**src/rtl/pwm_capture.sv**
```systemverilog
// PWM capture: measures high time and rise-to-rise period of pwm_in in clk cycles.
// Optional glitch filter between synchronizer and edge detector: define PWM_CAPTURE_FILTER_EN.
module pwm_capture #(
  parameter int W        = 16,
  parameter int TIMEOUT  = 65535,
  parameter int FILT_LEN = 4
) (
  input  logic         clk,
  input  logic         rst_n,
  input  logic         en,
  input  logic         pwm_in,
  output logic [W-1:0] high_time,
  output logic [W-1:0] period,
  output logic         valid,
  output logic         lost
);

  typedef enum logic [1:0] {
    IDLE,
    HIGH,
    LOW
  } state_t;

  localparam logic [W-1:0] TIMEOUT_W = W'(TIMEOUT);
  localparam logic [W-1:0] ONE       = W'(1);

  state_t       state, state_nxt;
  logic [W-1:0] pcnt, pcnt_nxt;
  logic [W-1:0] hcnt, hcnt_nxt;
  logic         sync1, s, s_f, s_d;
  logic         rise, fall;
  logic         capture, timeout;

  // Two-flop synchronizer for the asynchronous input
  always_ff @(posedge clk) begin
    if (!rst_n) begin
      sync1 <= 1'b0;
      s     <= 1'b0;
    end else begin
      sync1 <= pwm_in;
      s     <= sync1;
    end
  end

`ifdef PWM_CAPTURE_FILTER_EN
  localparam int FW = (FILT_LEN < 2) ? 1 : $clog2(FILT_LEN);
  localparam logic [FW-1:0] FLAST = FW'(FILT_LEN - 1);
  localparam logic [FW-1:0] FONE  = FW'(1);

  logic          filt;
  logic [FW-1:0] fcnt;

  // Filter output follows s only after FILT_LEN consecutive differing cycles
  always_ff @(posedge clk) begin
    if (!rst_n) begin
      filt <= 1'b0;
      fcnt <= '0;
    end else if (s == filt) begin
      fcnt <= '0;
    end else if (fcnt == FLAST) begin
      filt <= s;
      fcnt <= '0;
    end else begin
      fcnt <= fcnt + FONE;
    end
  end

  assign s_f = filt;
`else
  logic unused_filt_len;
  assign unused_filt_len = (FILT_LEN > 0);
  assign s_f = s;
`endif

  always_ff @(posedge clk) begin
    if (!rst_n) s_d <= 1'b0;
    else        s_d <= s_f;
  end

  assign rise = s_f & ~s_d;
  assign fall = ~s_f & s_d;

  always_ff @(posedge clk) begin
    if (!rst_n) begin
      state <= IDLE;
      pcnt  <= '0;
      hcnt  <= '0;
    end else begin
      state <= state_nxt;
      pcnt  <= pcnt_nxt;
      hcnt  <= hcnt_nxt;
    end
  end

  // A rise on the timeout cycle still completes the measurement
  always_comb begin
    state_nxt = state;
    pcnt_nxt  = pcnt;
    hcnt_nxt  = hcnt;
    capture   = 1'b0;
    timeout   = 1'b0;
    if (!en) begin
      state_nxt = IDLE;
      pcnt_nxt  = '0;
      hcnt_nxt  = '0;
    end else begin
      unique case (state)
        IDLE: begin
          pcnt_nxt = '0;
          hcnt_nxt = '0;
          if (rise) begin
            state_nxt = HIGH;
            pcnt_nxt  = ONE;
            hcnt_nxt  = ONE;
          end
        end
        HIGH: begin
          if (pcnt == TIMEOUT_W) begin
            timeout   = 1'b1;
            state_nxt = IDLE;
            pcnt_nxt  = '0;
            hcnt_nxt  = '0;
          end else begin
            pcnt_nxt = pcnt + ONE;
            if (fall) state_nxt = LOW;
            else      hcnt_nxt  = hcnt + ONE;
          end
        end
        LOW: begin
          if (rise) begin
            capture   = 1'b1;
            state_nxt = HIGH;
            pcnt_nxt  = ONE;
            hcnt_nxt  = ONE;
          end else if (pcnt == TIMEOUT_W) begin
            timeout   = 1'b1;
            state_nxt = IDLE;
            pcnt_nxt  = '0;
            hcnt_nxt  = '0;
          end else begin
            pcnt_nxt = pcnt + ONE;
          end
        end
        default: begin
          state_nxt = IDLE;
          pcnt_nxt  = '0;
          hcnt_nxt  = '0;
        end
      endcase
    end
  end

  always_ff @(posedge clk) begin
    if (!rst_n) begin
      high_time <= '0;
      period    <= '0;
      valid     <= 1'b0;
      lost      <= 1'b1;
    end else begin
      valid <= capture;
      if (capture) begin
        period    <= pcnt;
        high_time <= hcnt;
        lost      <= 1'b0;
      end else if (timeout || !en) begin
        lost <= 1'b1;
      end
    end
  end

endmodule

```
**config.mk**
```make
export PLATFORM = sky130hd
export DESIGN_NAME = pwm_capture
export DESIGN_NICKNAME = d
export VERILOG_FILES = /design/src/rtl/pwm_capture.sv
export SDC_FILE = /design/constraint.sdc
export NUM_CORES = 1
export LEC_CHECK = 0
export BUFFER_PORTS_ARGS = -buffer_cell sky130_fd_sc_hd__buf_2
export CAP_MARGIN = 20
export CORE_MARGIN = 2
export CORE_UTILIZATION = 53
export DETAILED_ROUTE_END_ITERATION = 10
export GPL_TIMING_DRIVEN = 0
export PLACE_DENSITY = 0.72
export SYNTH_ARGS = -nofsm -noshare
export SYNTH_HDL_FRONTEND = slang
export SYNTH_SLANG_ARGS = --single-unit
```
**constraint.sdc**
```tcl
create_clock -name clk -period 2.4 [get_ports clk]
set_clock_uncertainty 0.15 [all_clocks]
set_input_delay 0.12 -clock clk [delete_from_list [all_inputs] [get_ports clk]]
set_output_delay 0.12 -clock clk [all_outputs]
set_load 0.01 [all_outputs]
```
# == Word level (Yosys, flattened, before mapping) ==
# Cells that the tools add are included.
# classes
addsub,2
eq_ne,7
mux,24
bitwise_logic,4
n_reduce_logical,7
# ops
op,count
$mux W16,6
$pmux W16 S3,2
$add A16 B1 Y16 const B,2
$eq A16 B16 Y1 const B,1
$mux W2,5
$mux W1,9
$ne A3 B3 Y1 const B,3
$pmux W2 S3,1
$reduce_and A2 Y1,2
$reduce_and A3 Y1,1
$and A1 B1 Y1,2
$eq A2 B1 Y1 const B,1
$eq A2 B2 Y1 const B,1
$logic_not A2 Y1,1
$ne A2 B2 Y1 const B,1
$not A1 Y1,2
$pmux W1 S2,1
$reduce_bool A2 Y1,1
$logic_not A1 Y1,1
$logic_or A1 B1 Y1,1
# totals
regBits,71
output_inout_bits,34
elab_cells,54

# == Logic depth before layout (Yosys ltp) ==
# Gate-level depths: netlist (run 1).
# depth
word_depth,8
depth_mapped,9

# == Least setup slack after synthesis (run 1) ==
# OpenSTA, ideal clock, no wires.
# synth_timing
kind,register to register
from,register pcnt[0]
to,register pcnt[10]
setup_time_ps,115
t_arrival_ps,1909
path_slack_ps,227
stages_incl_launch_ff,10
n_path_buf,3
period_less_slack_ps,2173
path_cell_list,dfxtp_1 ha_1 nand3_2 or4_1 buf_6 nand3_4 or3_1 buf_4 buf_6 nor2_1
# synth_via
elab_chain_cells,4
elab_cells_between_ends,5
# synth_lines
item,line,text
"start, declared",28,"logic [W-1:0] pcnt, pcnt_nxt;"
"start signal, assigned",90,pcnt <= pcnt_nxt;
$add A16 B1 Y16 or $eq A16 B16 Y1 (tied branches),-,
$mux W16 (*),"118, 135",
$mux W16,130,if (rise) begin
$pmux W16 S3 (*),107,unique case (state)
# Every way passes the cells marked *; elsewhere a longest branch is shown, timed or not.
# A chain may end at the register's enable or synchronous reset.

# == Worst setup path after layout (run 1) ==
# layout_timing
from,register pcnt[0]
to,register pcnt[8]
# The elaborated chain is that of the path after synthesis.

==> results of run 1 <==
logic make-up (layout without fill, tap and decap cells):
logic type,Yosys count,count (layout)
buffers and inverters,29,85
AOI/OAI and AO/OA,78,78
xor gates and xnor gates,14,14
and+or+nand+nor,179,179
DFF,71,71
adders and majority gates,6,6
muxes,3,3
per-stage QoR:
step,total power (uW),worst slack [ps],instances,setup TNS (ps)
CTS,2133,6.753,511,0
floorplan,1259,226.6,380,0
global placement,1275,-64.28,492,-627.8
detailed placement,1275,-74.01,492,-727.6
global route,2187,16.99,511,0
finish,2118,105.3,511,0
report_power, final:
part / total, uW / internal (uW) / switching, uW
Sequential: 1180 / 1180 / 2.99
Clock: 866 / 429 / 437
Combinational: 68.8 / 33.2 / 35.6
Total: 2120 / 1640 / 475
worst paths after layout:
path                                         start                 end  slack (ps)  cells past startpoint
worst max-delay path            pcnt[0]$_SDFF_PN0_  pcnt[8]$_SDFF_PN0_         110                      9
worst min-delay path              sync1$_SDFF_PN0_        s$_SDFF_PN0_         280                      1
worst max register to register  pcnt[0]$_SDFF_PN0_  pcnt[8]$_SDFF_PN0_         110                      9
worst min register to register    sync1$_SDFF_PN0_        s$_SDFF_PN0_         280                      1
worst max-delay path: cells and delay by family (launching register included):
kind | cells | cell delay (ps)
adders and majority gates | 1 | 160
buffers and inverters | 3 | 460
DFF | 1 | 390
and+or+nand+nor | 5 | 1040
repair_timing:
action | CTS | global route
pin swaps | 0 | 0
endpoints found under the hold margin | 9 | 0
setup endpoints to repair | 15 | 47
hold buffers | 3 | 0
gates resized for setup | 3 | 14
synthesized netlist by cell type, types with 2 or more instances:
library cell | count | area, um^2
nand2_1 | 81 | 304.0
dfxtp_1 | 71 | 1421
nor2_1 | 38 | 142.6
a21boi_0 | 32 | 240.2
a21oi_1 | 14 | 70.07
clkbuf_1 | 13 | 48.80
o21ai_0 | 11 | 55.05
inv_1 | 9 | 33.78
nand3_1 | 9 | 45.04
xnor2_1 | 9 | 78.83
nor3_1 | 8 | 40.04
nand4_1 | 7 | 43.79
ha_1 | 6 | 75.07
a31oi_1 | 5 | 31.28
and2_1 | 5 | 31.28
xor2_1 | 5 | 43.79
nand3b_1 | 4 | 30.03
or3_1 | 4 | 25.02
buf_6 | 3 | 33.78
mux2i_1 | 3 | 30.03
nor2b_1 | 3 | 18.77
o211ai_1 | 3 | 22.52
a22oi_1 | 2 | 15.01
and4_1 | 2 | 17.52
clkbuf_8 | 2 | 27.53
nand2b_1 | 2 | 12.51
o32a_2 | 2 | 22.52
or3_2 | 2 | 15.01
layout make-up:
class                      count  area [um^2]
tap                           75        93.84
fill                         513         2150
clock buffer                  13        158.9
multi-input combinational    280         1668
timing repair buffer          40        215.2
clock inverter                 3        17.52
sequential                    71         1426
buffer                        20        157.7
inverter                       9        33.78
registers in the layout, indices dropped and copies added, names as in the netlist:
signal     count
s_d            1
lost           1
pcnt          16
period        16
s              1
high_time     16
valid          1
hcnt          16
sync1          1
state          2
per-layer routing:
layer | up-vias | track usage, %
li1 | 1406 | -
met1 | 1305 | 25.85
met2 | 61 | 38.71
met3 | 10 | 5.435
met4 | 0 | 9.333
met5 | - | 0
==> qor.csv, run 1 <==
metric,value,unit
outcome,"complete, no violations",
initial antenna violation count,0,
area of the die,6776,um^2
Synth Flop Type,dfxtp_1,
placed cell areas,3530,um^2
maximum buffer depth of the clock tree,2,
Netlist cell types,53,
Max Cap Violations,0,
Rows,28,
Critical Path AT,2380,ps
H-tree Lvls,3,
FMAX,0.4358,GHz
Finished Cell Area,3771,um^2
CTS buffer count,9,
Slew HR,66.66,%
"most common cell after layout, fill and taps aside",nand2_1,
share of cells above drive strength 1,18.35,%
Placer Congestion,0.8555,
Initial DRC Count,149,
Period minus WS final,2295,ps
met1 wire length,3043,um
DR top layer,met4,
nets@finish,441,
Die Ht,82.32,um
clock-pin slew on the worst setup and hold paths,70,ps
PD cells,561.5,nW/um^2
clock latency on the worst-skew pair,350,ps
worst-path cell chain,ha_4 -> nand3_4 -> or4_1 -> buf_6 -> nand3_4 -> or3_1 -> buf_4 -> buf_6 -> nor2_1,
Final period util,95.61,%
Die X,82.32,um
core area,5921,um^2
CP required,2490,ps
total global-route track usage,22.21,%
diode count,0,
Post-Synth Adder-Cell Area,2.309,%
critical path's slowest cell,or4_1,
pin count of the biggest net entering global routing,12,
"commonest non-fill, non-tap cells in the layout","nand2_1, dfxtp_1, nor2_1, buf_2, a21boi_0",
clock sinks,71,
VDD IR max,0.4401,mV
area delta synth->final,16.01,%
worst slew pin tran,496.3,ps
Synth Area in XOR/XNOR,3.772,%
Leak,0.001372,uW
max-slew violations,0,
post-layout util,63.69,%
hold crit path type,reg2reg,
Min Hold Slack,284.5,ps
total number of vias,2782,
CP startpoint kind,register,
CTS tree,done,
grt total ovfl,0,
Post-Syn Instances,380,
main combinational cell family by area after synthesis,simple AND/OR/NAND/NOR gates,
Seq cells post-synth,71,
CP peak stage delay,560,ps
# setup viols final,0,
vias in the first global route,2561,
Post-synth ARST share,0,%
average cell area after synthesis,8.554,um^2
crit path kind,reg2reg,
compound-cell area share of the yosys netlist,16.55,%
Vias/cell,5.444,
DRC,0,
WL met2,3469,um
Final HPWL DP,4851,um
Synth Area in Simple Gates,27.06,%
Post-synth EDFFs,0,
Post-CTS Setup Bufs,0,
Syn Std Cell Area,3251,um^2
WL/cell,13.54,um
"Max FO, Critical Path",10,
Final Hold Vio Count,0,
Synthesis Warnings,0,
post-synthesis net count,390,
global-route wire length before repair,11490,um
multiplexer share of the synthesized area,0.9238,%
Detail Route Antenna Nets,0,
clk root buf,clkbuf_8,
initial core utilization,54.90,%
IO Port Bufs,37,
met3 WL,334,um
register area share after synthesis,43.73,%
Pre-antenna DRT Iters,5,
crit end category,register,
total wire length,6918,um
IO Count,38,
setup repair after global routing missed its margin,no,
Note: power is estimated with default switching activity, not from simulation.
==> inputs of run 2 (changes only) <==
Settings changed: MAX_ROUTING_LAYER set to met4.
==> run 2 against run 1 <==
Effect of this change: via count increased by 0.25%; wire length decreased by 1.1%; clock power about the same; fmax increased by 0.70%; register-to-register slack improved by 20 ps; flip-flop and latch count unchanged; cell count unchanged; cell area unchanged; largest cell class unchanged; combinational power about the same; first-iteration DRC count decreased by 2.7%; sequential share of layout area unchanged.
==> qor.csv, run 2 (synthesized netlist as in run 1, its figures left out) <==
metric,value,unit
outcome,"complete, no violations",
Final Hold Vio Count,0,
Placer Congestion,0.8692,
DRC,0,
clock sinks,71,
Leak,0.001372,uW
CP peak stage delay,540,ps
Worst path top cell family by delay,simple AND/OR/NAND/NOR gates,
# setup viols final,0,
max-slew violations,0,
FMAX,0.4388,GHz
Filler Cell Count,513,
initial core utilization,54.90,%
crit path kind,reg2reg,
Post-CTS Setup Bufs,0,
grt total ovfl,0,
"most common cell after layout, fill and taps aside",nand2_1,
CTS buffer count,9,
diode count,0,
area delta synth->final,16.01,%
Placed Cells,492,
Slew HR,66.59,%
worst-path cell chain,ha_4 -> nand3_4 -> nor4_4 -> o211ai_2 -> or4b_1 -> a21oi_1,
initial antenna violation count,0,
Period minus WS final,2279,ps
maximum buffer depth of the clock tree,2,
clk root buf,clkbuf_8,
"Max FO, Critical Path",7,
hold crit path type,reg2reg,
CTS tree,done,
worst slew pin tran,497.5,ps
IO Port Bufs,37,
setup tns final,0,ps
crit end category,register,
VDD IR max,0.4423,mV
met3 WL,352,um
area of the multi-input gates,1668,um^2
share of cells above drive strength 1,18.35,%
total wire length,6844,um
pin count of the biggest net entering global routing,12,
total number of vias,2789,
met1 wire length,2965,um
Final HPWL DP,4851,um
"commonest non-fill, non-tap cells in the layout","nand2_1, dfxtp_1, nor2_1, buf_2, a21boi_0",
Rows,28,
H-tree Lvls,3,
total global-route track usage,22.72,%
DR top layer,met4,
Detail Route Antenna Nets,0,
nets@finish,441,
register area,1426,um^2
Min Hold Slack,284.7,ps
Worst Path Buf+Inv,0,
Finished Cell Area,3771,um^2
cell count along the critical path,6,
Non-Filler Instances,511,
PD cells,560.6,nW/um^2
cells on worst reg2reg path,6,
Final period util,94.95,%
critical path's slowest cell,nor4_4,
Die X,82.32,um
Max Cap Violations,0,
Pre-antenna DRT Iters,4,
Vias/cell,5.458,
R2R Setup Slk,120,ps
Die Ht,82.32,um
global-route wire length before repair,11460,um
clock-pin slew on the worst setup and hold paths,70,ps
CP required,2520,ps
CP startpoint kind,register,
setup repair after global routing missed its margin,no,
WL met2,3403,um
core area,5921,um^2
WL/cell,13.39,um
Worst Hold Path Cells,1,
area of the die,6776,um^2
placed cell areas,3530,um^2
IO Count,38,
Initial DRC Count,145,
Critical Path AT,2400,ps
vias in the first global route,2570,
clock latency on the worst-skew pair,340,ps
"Power, Total",2114,uW
-- run 2: cell counts in the layout (fill, tap and decap cells not counted) --
Identical to the previous run, type by type.
-- run 2: path summary, 6_finish.rpt --
path | endpoint | start
min reg2reg | s$_SDFF_PN0_ | sync1$_SDFF_PN0_
max reg2reg | hcnt[10]$_SDFFE_PN0P_ | pcnt[0]$_SDFF_PN0_
min | s$_SDFF_PN0_ | sync1$_SDFF_PN0_
max | hcnt[10]$_SDFFE_PN0P_ | pcnt[0]$_SDFF_PN0_
-- run 2: layout make-up --
cell class	instances	area share (%)
Inverter	9	0.8958
Timing Repair Buffer	40	5.707
Tap cell	75	2.488
Buffer	20	4.180
Clock inverter	3	0.4645
Multi-Input combinational cell	280	44.23
Sequential cell	71	37.82
Clock buffer	13	4.214
-- run 2: timing repair --
item                                    CTS  global route
endpoints found under the setup margin   15            47
endpoints found under the hold margin     9             0
hold buffers                              3             0
gates resized for setup                   3            14
-- run 2: report_power, final --
group / internal, uW / switching (uW)
clock: 429 / 433
sequential: 1180 / 3.02
combinational: 33.2 / 35.4
total: 1640 / 472
-- run 2: through the flow --
step | util (%) | worst slack, ps
after floorplan | - | 226.6
after global routing | 63.69 | 16.82
after detailed placement | 59.62 | -74.01
after global placement | 59.62 | -64.28
after CTS | 63.27 | 6.753
final | 63.69 | 121.2
-- run 2: metal layers --
layer,up-vias,GRT usage [%]
met2,70,38.71
met4,0,10.83
met3,14,4.130
met1,1302,25.71
li1,1403,-
met5,-,-
